`src/rtl/branch_predictor.sv`:
```
// Bimodal direction predictor with a direct-mapped BTB; tables are swept clean on reset.
// Optional macro BPRED_FLUSH_EN lets flush_i restart the sweep from RUN.
module branch_predictor #(
    parameter int unsigned NUM_ENTRIES = 64,
    parameter int unsigned TAG_W = 16,
    parameter type addrPC_t = logic [31:0],
    parameter type branch_decision_t = logic
) (
    input  logic             clk_i,
    input  logic             rst_i,
    input  logic             flush_i,
    input  addrPC_t          pc_fetch_i,
    output branch_decision_t pred_taken_o,
    output addrPC_t          pred_target_o,
    output logic             ready_o,
    input  logic             upd_valid_i,
    input  addrPC_t          upd_pc_i,
    input  branch_decision_t upd_taken_i,
    input  addrPC_t          upd_target_i
);

    localparam int unsigned IDX_W = $clog2(NUM_ENTRIES);
    localparam branch_decision_t TAKEN = branch_decision_t'(1'b1);
    localparam branch_decision_t NOT_TAKEN = branch_decision_t'(1'b0);

    typedef enum logic [0:0] {StInit, StRun} state_e;

    state_e             state_q, state_d;
    logic [IDX_W-1:0]   idx_q, idx_d;
    logic               init_we, upd_we;

    logic [1:0]         cnt_q   [NUM_ENTRIES];
    logic               valid_q [NUM_ENTRIES];
    logic [TAG_W-1:0]   tag_q   [NUM_ENTRIES];
    addrPC_t            tgt_q   [NUM_ENTRIES];

    logic [IDX_W-1:0]   f_idx, u_idx;
    logic [TAG_W-1:0]   f_tag, u_tag;
    logic               f_hit;
    logic [1:0]         cnt_upd;

    assign f_idx = pc_fetch_i[IDX_W+1:2];
    assign f_tag = pc_fetch_i[IDX_W+TAG_W+1:IDX_W+2];
    assign u_idx = upd_pc_i[IDX_W+1:2];
    assign u_tag = upd_pc_i[IDX_W+TAG_W+1:IDX_W+2];

    // Low alignment bits and PC bits above the tag do not take part in lookup.
    logic unused_pc;
    assign unused_pc = ^{pc_fetch_i, upd_pc_i};
`ifndef BPRED_FLUSH_EN
    logic unused_flush;
    assign unused_flush = flush_i;
`endif

    assign f_hit = valid_q[f_idx] && (tag_q[f_idx] == f_tag) && cnt_q[f_idx][1];

    always_comb begin
        cnt_upd = cnt_q[u_idx];
        if (upd_taken_i == TAKEN) begin
            if (cnt_q[u_idx] != 2'b11) cnt_upd = cnt_q[u_idx] + 2'b01;
        end else begin
            if (cnt_q[u_idx] != 2'b00) cnt_upd = cnt_q[u_idx] - 2'b01;
        end
    end

    always_comb begin
        state_d       = state_q;
        idx_d         = idx_q;
        init_we       = 1'b0;
        upd_we        = 1'b0;
        ready_o       = 1'b0;
        pred_taken_o  = NOT_TAKEN;
        pred_target_o = '0;
        unique case (state_q)
            StInit: begin
                init_we = 1'b1;
                if (idx_q == IDX_W'(NUM_ENTRIES - 1)) begin
                    state_d = StRun;
                    idx_d   = '0;
                end else begin
                    idx_d = idx_q + IDX_W'(1);
                end
            end
            StRun: begin
                ready_o       = 1'b1;
                pred_taken_o  = f_hit ? TAKEN : NOT_TAKEN;
                pred_target_o = f_hit ? tgt_q[f_idx] : pc_fetch_i + addrPC_t'(4);
                upd_we        = upd_valid_i;
`ifdef BPRED_FLUSH_EN
                if (flush_i) begin
                    state_d = StInit;
                    idx_d   = '0;
                    upd_we  = 1'b0;
                end
`endif
            end
            default: state_d = StInit;
        endcase
    end

    always_ff @(posedge clk_i) begin
        if (rst_i) begin
            state_q <= StInit;
            idx_q   <= '0;
        end else begin
            state_q <= state_d;
            idx_q   <= idx_d;
        end
    end

    // Table storage is not reset; the INIT sweep is what makes it valid.
    always_ff @(posedge clk_i) begin
        if (init_we) begin
            cnt_q[idx_q]   <= 2'b01;
            valid_q[idx_q] <= 1'b0;
        end else if (upd_we) begin
            cnt_q[u_idx] <= cnt_upd;
            if (upd_taken_i == TAKEN) begin
                valid_q[u_idx] <= 1'b1;
                tag_q[u_idx]   <= u_tag;
                tgt_q[u_idx]   <= upd_target_i;
            end
        end
    end

endmodule

```
`config.mk`:
```
export PLATFORM = sky130hd
export DESIGN_NAME = branch_predictor
export DESIGN_NICKNAME = d
export VERILOG_FILES = /design/src/rtl/branch_predictor.sv
export SDC_FILE = /design/constraint.sdc
export NUM_CORES = 2
export LEC_CHECK = 0
export BUFFER_PORTS_ARGS = -buffer_cell sky130_fd_sc_hd__buf_2
export CAP_MARGIN = 0
export CORE_MARGIN = 5
export CORE_UTILIZATION = 55
export DETAILED_ROUTE_END_ITERATION = 10
export GPL_TIMING_DRIVEN = 1
export PLACE_DENSITY = 0.73
export SLEW_MARGIN = 10
export SYNTH_ARGS = -nofsm -noshare
export SYNTH_HDL_FRONTEND = slang
export SYNTH_SLANG_ARGS = --single-unit
```
`constraint.sdc`:
```
create_clock -name clk_i -period 6.65 [get_ports clk_i]
set_input_delay 0.665 -clock clk_i [delete_from_list [all_inputs] [get_ports clk_i]]
set_output_delay 0.665 -clock clk_i [all_outputs]
set_load 0.02 [all_outputs]
```
After elaboration in Yosys (flattened, before gate mapping):

Memories as Yosys holds them, arrays and structs flattened.
Cells that the tools add are included.

* register bits after elaboration: 7
* RAM bits: 3264
* output and inout port bits: 34
* word-level logic and storage cells: 44
* memories: 4

* add/subtract/negate cells: 4
* equal/unequal tests: 3
* muxes and demuxes: 26
* reductions and logical operators: 5

Memory list
* tgt_q: depth 64, width 32, read ports 1, clocked after Yosys merged registers in 0, wr ports 1, line 35 `addrPC_t tgt_q [NUM_ENTRIES];`
* tag_q: depth 64, width 16, read ports 1, clocked after Yosys merged registers in 0, wr ports 1, line 34 `logic [TAG_W-1:0] tag_q [NUM_ENTRIES];`
* cnt_q: depth 64, width 2, read ports 2, clocked after Yosys merged registers in 0, wr ports 1, line 32 `logic [1:0] cnt_q [NUM_ENTRIES];`
* valid_q: depth 64, width 1, read ports 1, clocked after Yosys merged registers in 0, wr ports 1, line 33 `logic valid_q [NUM_ENTRIES];`

Operator list (number)
* 32-bit 2-to-1 mux: 2
* 32-bit by 3-bit adder with 32-bit output (second input constant): 1
* 6-bit 2-to-1 mux: 3
* 1-bit 2-to-1 mux: 17
* 16-bit == test: 1
* 2-bit 2-to-1 mux: 4
* 6-bit by 1-bit adder with 6-bit output (second input constant): 1
* 6-bit == test (second input constant): 1
* 2-bit by 1-bit adder with 2-bit output (second input constant): 1
* 1-bit logical AND: 2
* 2-bit != test (second input constant): 1
* 2-bit nonzero test: 1
* 2-bit OR reduction: 1
* 2-bit by 1-bit subtractor with 2-bit output (second input constant): 1
* 1-bit OR reduction: 1

Longest topological paths before layout:

* word-level depth: 6
* gate-level depth with buffers: 16

Worst setup path before layout:

No wires, ideal clock.

* kind: input port to flip-flop
* from: input port upd_pc_i[2] in the netlist's numbering
* to: memory cnt_q[0][0] (data pin)
* data arrival time: 5.198 ns
* data required time: 5.948 ns
* setup slack: 0.751 ns
* cell stages on the path: 8
* buffers on the path: 2
* path through: clkbuf_1 > buf_1 > mux4_2 > mux2i_1 > o22ai_1 > nor4_1 > a21oi_1 > o21ai_0

* longest elaborated chain between the ends: 5
* elaborated cells on any way between the ends: 9
* classes of those cells: add/sub: 2; eq/ne: 1; mux: 4; reduce/logical: 1; memory: 1

Ends and longest elaborated chain
* start: declaration: line 17 `input addrPC_t upd_pc_i,`
* memory 64 x 2 bit (*)
* 2-bit by 1-bit subtractor with 2-bit output, or another cell as far along: line 62 `if (cnt_q[u_idx] != 2'b00) cnt_upd = cnt_q[u_idx] - 2'b01;`
* 2-bit 2-to-1 mux, on equally long branches: line 62, 60
* 2-bit 2-to-1 mux (*): line 59 `if (upd_taken_i == TAKEN) begin`
* 2-bit 2-to-1 mux (no line) (*)
* end: declaration: line 32

Mark *: on every way between the ends. The rest lies on a longest branch, timed or not.

==> metrics.txt <==
cell leakage power=44.85 nW; Clock Sinks=3,271; average routed wire per standard cell=38.67 um; Startpoint Class=primary input; Top Ports=135; #FFs+latches synth=3,271; Placed Area=0.1330 mm2; grt total ovfl=0; Layout fillers=14,700; critical path type=primary input to primary output; Worst-path clk slew=60 ps; Final Net Count=6,071; share of cells above drive strength 1=29.22%; Fin. Hold Viols=0; DRT Wirelength=357.7 mm; Post-Synthesis Cells=5,596; largest net degree at the start of global routing=112; pwr/cell area=298.7 mW/mm2; 1st-pass router iterations=6; Main synth FF type=edfxtp_1; Worst-Skew Late Latency=990 ps; Layout area overhead=12.81%; Hold Worst Slack=402.0 ps; worst slew pin tran=1278 ps; Synth cell types=75; Final period util=96.75%; RSZ-0062 raised after global routing=no; core area=0.2301 mm2; vias per cell=7.010; Vias=64,840; DPL Wire Length=184.1 mm; Die X=491.0 um; VDD IR-drop max=0.3353 mV; max-slew violations=0; run status=finished clean; full die area=0.2411 mm2; vias in the first global route=64,410; post-CTS setup buffer count=0; commonest non-fill, non-tap cell in the layout=edfxtp_1; cell area after synthesis=0.1273 mm2; Worst EP arrival=5770 ps; Initial DRC Count=10,650; initial core utilization=55.30%; endpoints failing setup=0; HP Class=primary input to register; Core Rows=176; CTS tree=built; Tmin final=6434 ps; initial antenna violation count=33; FF+latch area=0.09816 mm2; Achievable Freq=155.4 MHz; Worst Path Required=5980 ps; PortBufs=123; Post-Synthesis Net Count=5,699; Design Area, Final=0.1436 mm2; clk buf depth=4; wire length of the first global-routing pass=498.3 mm; clock root buffer=clkbuf_16; Crit. End Element=primary output; GRT Overall Usage=29.53%; DIE HEIGHT=491.0 um; total CTS buffers=334; Multi-input gate area=0.02820 mm2; H-tree depth=5; DRC errors left=0; crit path max fanout=111; syn avg cell area=22.74 um2; commonest cells after routing, fill and taps aside=edfxtp_1 (3,264), mux4_2 (930), clkbuf_16 (341); Syn. warnings=0; Fin Clk Skew=68.10 ps; Max-slew headroom=14.52%; Max Cap Viol=0; Final Wtd Congestion=0.8563; DRT antenna net count=0; ys async rst share=0%; Post-synth EDFFs=3,264; setup_tns=0 ps; sequential-to-total area share from yosys stat=77.13%
## power breakdown
part | switching (W) | internal [W] | total, W | leakage [nW]
Clock | 0.00766 | 0.0106 | 0.0183 | 5.12
Combinational | 0.00115 | 0.000748 | 0.00190 | 10.1
Sequential | 0.00000595 | 0.0227 | 0.0227 | 29.7
Total | 0.00882 | 0.0341 | 0.0429 | 44.9
## layer usage
metal  part of all wire [%]  track usage (%)  up-vias  wire length [um]
li1                       -                -    24530                 -
met1                     34            39.04    34170            121800
met2                     48            47.28     5074            173000
met3                     12            6.724     1055             41800
met4                    5.9            14.16        8             21130
met5                  0.010                0        -                36
## cells in the mapped netlist (all sizes together) (11+ instances only)
library cell | number | share of area, %
a211oi | 14 | 0.087
a21oi | 30 | 0.12
a221oi | 22 | 0.15
a22oi | 41 | 0.24
and2 | 11 | 0.054
buf | 142 | 0.62
clkbuf | 155 | 0.46
edfxtp | 3264 | 77
inv | 13 | 0.038
mux2 | 25 | 0.22
mux2i | 159 | 1.3
mux4 | 930 | 16
nand2 | 191 | 0.56
nand2b | 17 | 0.084
nand3 | 53 | 0.21
nor2 | 247 | 0.73
nor2b | 18 | 0.088
nor3 | 13 | 0.051
o211ai | 13 | 0.077
o21ai | 34 | 0.13
o22ai | 26 | 0.13
xnor2 | 26 | 0.18
xor2 | 20 | 0.14
## per-stage QoR
| step | std cells | power (W) | setup WS (ps) | util (%) |
|---|---|---|---|---|
| 2_1_floorplan | 5596 | 0.02422 | 750.8 | - |
| 3_3_place_gp | 8656 | 0.02493 | 262.3 | 57.81 |
| 3_5_place_dp | 8656 | 0.02498 | 248.3 | 57.81 |
| 4_1_cts | 9237 | 0.04299 | 246.5 | 62.37 |
| 5_1_grt | 9242 | 0.04402 | 175.9 | 62.38 |
| 6_report | 9250 | 0.04288 | 216.0 | 62.39 |
## final cells by class
cell class	count	area share, %
Timing Repair Buffer	333	1.989
Clock buffer	409	6.128
Multi-Input combinational cell	2015	19.64
Clock inverter	171	1.173
Antenna cell	12	0.02092
Tap cell	3026	2.637
Sequential cell	3271	68.37
Inverter	13	0.03573
## sequential cells by signal, indices dropped and copies added (netlist names)
signal	count
tgt_q	2048
tag_q	1024
cnt_q	128
valid_q	64
idx_q	6
state_q	1
## final timing paths
path,startpoint,end,slack (ps),depth (start not counted)
worst max-delay path,pc_fetch_i[2],pred_target_o[3],220,13
worst min-delay path,upd_pc_i[21],tag_q[31][13]$_DFFE_PP_,400,1
worst max register to register,state_q$_SDFF_PP0_,tgt_q[46][25]$_DFFE_PP_,1840,6
worst min register to register,idx_q[1]$_SDFFE_PP0N_,idx_q[1]$_SDFFE_PP0N_,650,2
## timing repair
item                      in CTS  in global routing
gates resized for setup        0                  0
hold endpoints to repair       4                  0
hold buffers                   1                  0
## critical path, cell delays in order
cell      delay (ps)
buf_12           630
buf_4            530
mux4_2           570
a211oi_1         340
a211oi_1          80
a21oi_1          510
xnor2_1          170
or4_1            480
nor4_4           410
buf_12           250
mux2i_1          560
buf_4            210
buf_2            160
## cell families after synthesis
logic type / count (synthesis) / synth area share, %
mux: 1114 / 17.93
compound gates: 249 / 1.398
fa+ha+maj: 3 / 0.02753
simple gates: 603 / 2.083
xor+xnor: 46 / 0.3166
flops: 3271 / 77.13
buf+inv: 310 / 1.116
Power figures use the tool's default switching activity.
